**config.mk**
```make
export PLATFORM = sky130hd
export DESIGN_NAME = slot_alloc
export DESIGN_NICKNAME = d
export VERILOG_FILES = /design/src/rtl/slot_alloc.sv
export SDC_FILE = /design/constraint.sdc
export NUM_CORES = 1
export LEC_CHECK = 0
export BUFFER_PORTS_ARGS = -buffer_cell sky130_fd_sc_hd__clkbuf_2
export CAP_MARGIN = 20
export CORE_MARGIN = 4
export CORE_UTILIZATION = 53
export CTS_BUF_LIST = sky130_fd_sc_hd__clkbuf_8
export CTS_CLUSTER_SIZE = 24
export DETAILED_ROUTE_END_ITERATION = 10
export GPL_TIMING_DRIVEN = 0
export MAX_ROUTING_LAYER = met4
export PLACE_DENSITY = 0.78
export SLEW_MARGIN = 15
export SYNTH_ARGS = -nofsm -noshare
export SYNTH_HDL_FRONTEND = slang
export SYNTH_SLANG_ARGS = --single-unit
export TNS_END_PERCENT = 50
```
**constraint.sdc**
```tcl
create_clock -name clk -period 2.85 [get_ports clk]
set_input_delay 0.1425 -clock clk [delete_from_list [all_inputs] [get_ports clk]]
set_output_delay 0.1425 -clock clk [all_outputs]
set_load 0.03 [all_outputs]
```
**src/rtl/slot_alloc.sv**
```systemverilog
// Slot allocator: MSB-first grant from a free bitmap,
// with release, error pulse on double free, and flush.
module slot_alloc #(
    parameter int WIDTH = 32,
    localparam int IDX_WIDTH = $clog2(WIDTH)
) (
    input  logic                 clk,
    input  logic                 rst,
    input  logic                 alloc_req,
    output logic                 alloc_ack,
    output logic [IDX_WIDTH-1:0] alloc_id,
    input  logic                 free_vld,
    input  logic [IDX_WIDTH-1:0] free_id,
    output logic                 free_err,
    input  logic                 flush,
    output logic [WIDTH-1:0]     busy_map,
    output logic [IDX_WIDTH:0]   free_cnt,
    output logic                 full,
    output logic                 empty
);

    localparam logic [IDX_WIDTH:0] CNT_MAX = (IDX_WIDTH+1)'(WIDTH);

    logic [WIDTH-1:0]     fmap;
    logic [WIDTH-1:0]     fmap_nxt;
    logic [IDX_WIDTH-1:0] cand;
    logic                 grant;
    logic                 rel_ok;
    logic                 rel_bad;

    // Later (higher) set bits overwrite earlier ones: MSB wins.
    always_comb begin
        cand = '0;
        for (int i = 0; i < WIDTH; i++) begin
            if (fmap[i]) cand = IDX_WIDTH'(i);
        end
    end

    assign grant   = alloc_req & (|fmap);
    assign rel_ok  = free_vld & ~fmap[free_id];
    assign rel_bad = free_vld & fmap[free_id];

    // Both decisions use the pre-edge map, so a freed
    // slot can never be granted in the same cycle.
    always_comb begin
        fmap_nxt = fmap;
        if (grant) fmap_nxt[cand] = 1'b0;
        if (rel_ok) fmap_nxt[free_id] = 1'b1;
    end

    always_ff @(posedge clk) begin
        if (rst) begin
            fmap      <= '1;
            busy_map  <= '0;
            free_cnt  <= CNT_MAX;
            alloc_ack <= 1'b0;
            alloc_id  <= '0;
            free_err  <= 1'b0;
        end else if (flush) begin
            fmap      <= '1;
            busy_map  <= '0;
            free_cnt  <= CNT_MAX;
            alloc_ack <= 1'b0;
            free_err  <= 1'b0;
        end else begin
            fmap      <= fmap_nxt;
            busy_map  <= ~fmap_nxt;
            alloc_ack <= grant;
            free_err  <= rel_bad;
            if (grant) alloc_id <= cand;
            unique case ({grant, rel_ok})
                2'b10:   free_cnt <= free_cnt - 1'b1;
                2'b01:   free_cnt <= free_cnt + 1'b1;
                default: free_cnt <= free_cnt;
            endcase
        end
    end

    assign full  = (free_cnt == '0);
    assign empty = (free_cnt == CNT_MAX);

endmodule

```
### Yosys cells after proc, flatten, opt, wreduce, memory -nomap -nowiden

Cells that the tools add are included.

| storage, ports and cells | value |
|---|---|
| register bits after elaboration | 77 |
| logic and storage cells | 71 |

| operators by class | value |
|---|---|
| add/subtract/negate cells | 2 |
| magnitude comparators | 4 |
| equal/unequal tests | 3 |
| multiplexer cells | 40 |
| bitwise operators | 9 |
| reduce and logical (&&, ||, !) cells | 7 |

Operator list:

| kind | number |
|---|---|
| 2-to-1 mux 5 bit | 30 |
| 2-to-1 mux 32 bit | 2 |
| NOT 32 bit | 2 |
| AND 32 bit | 1 |
| OR 32 bit | 1 |
| OR reduction 32 bit | 1 |
| < comparator 5 x 6 -> 1 bit (second input constant) | 2 |
| case mux 6 bit (2 select lines) | 1 |
| demux 1 bit (select 5 bit) | 2 |
| >= comparator 5 x 1 -> 1 bit (second input constant) | 2 |
| adder 6 x 1 -> 6 bit (second input constant) | 1 |
| == test 6 bit (second input constant) | 1 |
| logical NOT 6 bit | 1 |
| subtractor 6 x 1 -> 6 bit (second input constant) | 1 |
| binary-select mux 1 bit (select 5 bit) | 1 |
| 2-to-1 mux 1 bit | 4 |
| AND 1 bit | 3 |
| == test 2 x 1 -> 1 bit (second input constant) | 1 |
| == test 2 bit (second input constant) | 1 |
| logical AND 1 bit | 2 |
| NOT 1 bit | 2 |
| AND reduction 2 bit | 1 |
| nonzero test 2 bit | 1 |
| OR reduction 2 bit | 1 |

### Logic depth before layout (Yosys ltp)

| depth | value |
|---|---|
| word-level depth | 41 |
| depth in mapped cells | 16 |
| gate-level depth less buffers | 14 |

### Worst setup path after synthesis

No wires, ideal clock.

| timing path | value |
|---|---|
| path type | reg-to-reg |
| from | reg fmap[19] |
| to | reg free_cnt[5] |
| library setup time | 0.129 ns |
| data arrival time | 2.964 ns |
| setup slack | -0.243 ns |
| cell stages (with the launch flop) | 16 |
| path buffers | 1 |
| clock period less this slack | 3.093 ns |
| path through | dfxtp_1 clkbuf_1 mux2_2 a222oi_1 o311a_1 o2111ai_4 inv_1 ha_1 inv_1 ha_1 a21o_1 a21oi_1 o21a_1 o211ai_1 xnor2_1 nand2_1 |

| on the way | value |
|---|---|
| longest elaborated chain between the ends | 6 |
| elaborated cells between the ends (all ways) | 10 |
| those cells by class | eq/ne: 2; mux: 3; bitwise: 3; reduce/logical: 2 |

RTL lines:

| item | RTL line | RTL |
|---|---|---|
| start, declared | 24 | `logic [WIDTH-1:0] fmap;` |
| start signal, assigned | 66 | `fmap <= fmap_nxt;` |
| binary-select mux 1 bit (select 5 bit) | 40 | `assign rel_ok = free_vld & ~fmap[free_id];` |
| 2-to-1 mux 1 bit (implied by the code) | 40 |  |
| NOT 1 bit | 40 |  |
| AND 1 bit | 40 |  |
| == test 2 x 1 -> 1 bit / == test 2 bit (equally long branches) | 71 | `unique case ({grant, rel_ok})` |
| case mux 6 bit (2 select lines) / nonzero test 2 bit (equally long branches) | - |  |
| end signal, assigned | 72 | `2'b10: free_cnt <= free_cnt - 1'b1;` |
| end signal, assigned | 73 | `2'b01: free_cnt <= free_cnt + 1'b1;` |
| end signal, assigned | 74 | `default: free_cnt <= free_cnt;` |
| end, declared | 17 | `output logic [IDX_WIDTH:0] free_cnt,` |

Several ways; a longest one is shown, not always the timed one. The select of a mux whose other input is x is not followed.
A chain may end at the register's enable or synchronous reset.

### Worst setup path after layout

Ends and elaborated chain as after synthesis.

==> reports/qor.csv <==
stage;metric;value;unit
synth;syn_nets;424;
global_routing;vias in the first global route;3532;
placement;port bufs;50;
clocking;CTS Sinks;77;
routing;DRT antenna net count;0;
clocking;Inserted Clock Buffers;9;
global_routing;gr ovfl total;0;
sta;crit path time final;2.86;ns
pwr;part of the power in combinational logic;13.4;%
synth;Post-Syn Area;3900;um2
final_layout;Filler Cell Count;609;
status;failing checks;setup timing;
sta;final hold viol count;0;
global_routing;GRT Util Overall;27.2;%
routing;total wire length;11400;um
clocking;clk slew on worst S/H paths;0.09;ns
pwr;Clock power frac;40.1;%
routing;WL per Instance;19.5;um
sta;setup tns final;-0.00836;ns
floorplan;io pins;57;
sta;f_max;350;MHz
routing;first-iteration detailed-routing DRC count;355;
sta;final setup fails;1;
global_routing;initial antenna violation count;0;
final_layout;Finished Core Util;66.4;%
final_layout;Syn-to-layout area delta;22.8;%
routing;TritonRoute pass-1 iters;5;
sta;slew margin rel.;21.0;%
job;total of max-cap violations;0;
sta;Final period util;100;%
setup_path;worst reg-to-reg setup slack;-0.008;ns
final_layout;nets;499;
pwr;Leakage;1.84;nW
final_layout;final instance area;4790;um2
synth;Seq cells post-synth;77;
placement;DP HPWL;7940;um
sta;fin. max-slew vios;0;
pwr;Sequential Power Share;46.5;%
clocking;Worst-Skew Late Latency;0.37;ns
placement;dpl cell area;4350;um2
sta;Min Hold Slack;0.120;ns
synth;Cells after Synth;408;
sta;unrepaired setup endpoints after global routing;true;
synth;Synth cell types;69;
routing;vias per inst;6.56;
pwr;switch share;27.8;%
clocking;CTS Buffer Depth;2;
sta;Final WS setup;-0.00836;ns
synth;asr flop ratio synth;0;%
floorplan;full die area;8800;um2
setup_path;slowest stage cell, crit path;dfxtp_4;
floorplan;Initial Utilization;54.1;%
clocking;Root Buffer;clkbuf_8;
final_layout;Layout Cells excl Fill;587;
setup_path;critical path arrival;3.10;ns
floorplan;DIE WIDTH;93.8;um
placement;RD Place Congestion;0.916;
floorplan;# rows;31;
pwr;Total Power;2.37;mW
clocking;# H-tree levels;3;
setup_path;CP endpoint kind;flop;
synth;syn_area_per_cell;9.56;um2
routing;via count;3848;
final_layout;layout cell share with drive strength beyond 1;29.3;%
pwr;Internal Power;1.71;mW
final_layout;Inserted Diodes;0;
status;status;finished with violations;
setup_path;crit path cell chain;mux2_2, a222oi_1, o311a_1, o2111ai_4, inv_2, ha_4, inv_4, ha_1, a21oi_2, o21a_1, o211ai_1, xnor2_1, nand2_1;
pwr;Max VDD drop;0.383;mV
setup_path;maximum fanout along the worst path;5;
floorplan;height of the die;93.8;um
synth;EDFF count, synth;0;
pwr;P per Cell Area;494;nW/um2
setup_path;CP Launch Type;flop;
routing;detailed-route DRC error count;0;
setup_path;kind of critical path;flop to flop;
setup_path;CP max stage delay;0.36;ns
pwr;net load switching power;658;uW
sta;clk_skew;0.0103;ns
synth;Synth warnings;0;
global_routing;first-pass GRT wire length;18100;um
placement;Place WS;-0.371;ns
clocking;TritonCTS clock tree;done;
global_routing;largest net degree at the start of global routing;16;
hold_path;HP Class;primary input to flop;
floorplan;Placeable Area;7210;um2
setup_path;CP required;3.10;ns
synth;post-synthesis sequential area ratio;39.5;%
sta;Least-Margin Pin Slew;1.18;ns
synth;Post-synth top flop;dfxtp_1;
placement;placed cell count;557;
## cells by family after synthesis
logic type / share of synthesized area (%)
AOI/OAI and AO/OA: 27.5
xor gates and xnor gates: 1.12
adders and majority gates: 2.12
buffers and inverters: 5.19
DFF: 39.5
muxes: 4.81
and+or+nand+nor: 19.8
## cells in the final DEF, fill, tap and decap left out, drive strengths merged, types with 12 or more instances in the layout
master and count:
nor3 12, nor2 33, a221oi 15, nand2 22
a221o 17, buf 29, dfxtp 77, inv 15
nand3 14, clkbuf 75
## power by group through the flow
stage,sequential (mW),clock (mW),combinational [mW]
floorplan,1.16,0,0.197
global route,1.10,1.01,0.344
global placement,1.13,0,0.291
detailed placement,1.13,0,0.297
finish,1.10,0.948,0.317
CTS,1.10,0.955,0.309
## synth_stat cells (all sizes together), types with 4 or more instances
| cell type | number | area share [%] |
|---|---|---|
| and3 | 4 | 0.77 |
| nand3 | 14 | 1.8 |
| nand2 | 22 | 2.1 |
| o211a | 6 | 1.5 |
| a211oi | 9 | 1.7 |
| ha | 5 | 1.6 |
| nor3 | 12 | 1.9 |
| nor4 | 9 | 1.8 |
| buf | 11 | 2.0 |
| dfxtp | 77 | 39 |
| o21ai | 4 | 0.51 |
| o311a | 10 | 2.6 |
| nand2b | 8 | 1.5 |
| o211ai | 11 | 2.2 |
| o31ai | 11 | 2.6 |
| nor2 | 33 | 3.2 |
| or2 | 5 | 0.87 |
| a221o | 17 | 4.4 |
| o311ai | 9 | 2.0 |
| mux2i | 6 | 1.5 |
| nand3b | 4 | 0.77 |
| a21oi | 9 | 1.2 |
| mux2 | 5 | 1.5 |
| clkbuf | 21 | 2.0 |
| and2 | 4 | 0.64 |
| or3 | 6 | 1.1 |
| a221oi | 15 | 3.4 |
| inv | 12 | 1.2 |
## flip-flops by register name, summed over array words and instances (netlist names)
name,cells
fmap,32
free_err,1
busy_map,32
alloc_id,5
free_cnt,6
alloc_ack,1
## what timing repair did
| action | CTS | global route |
|---|---|---|
| pin swaps | 12 | 3 |
| setup endpoints to repair | 5 | 6 |
| buffers inserted | 16 | 3 |
| hold buffers | 1 | 0 |
| endpoints found under the hold margin | 1 | 0 |
| resized for setup | 22 | 4 |
## path summary, 6_finish.rpt
check         startpoint     endpoint  cells after the start
max             fmap[19]  free_cnt[5]                     13
min reg2reg  free_cnt[2]  free_cnt[2]                      2
min             free_vld     free_err                      2
max reg2reg     fmap[19]  free_cnt[5]                     13
## cell type report
type,count,area (um2),area share (%)
buffer,26,128,2.66
clock buffer,9,124,2.58
clock inverter,7,106,2.22
inverter,12,47.5,0.992
multi-input combinational,287,2290,47.8
sequential,77,1570,32.7
tap,99,124,2.58
timing repair buffer,70,403,8.41
## routing by layer
layer,share of wire [%],global-route usage [%],vias to the layer above
li1,-,-,1751
met1,42,35.5,1818
met2,45,40.0,234
met3,8.9,5.37,45
met4,4.1,14.2,0
met5,0,-,-
## critical path: cells and delay by family, from the launching register on
family | cells | cell delay (ns)
flip-flops | 1 | 0.36
adder cells (fa/ha/maj) | 2 | 0.47
AND/OR/NAND/NOR | 1 | 0.06
XOR/XNOR | 1 | 0.14
buffers and inverters | 2 | 0.15
multiplexers | 1 | 0.25
AO/OA/AOI/OAI | 6 | 1.30
No activity file was read; power rests on OpenSTA's default activity.
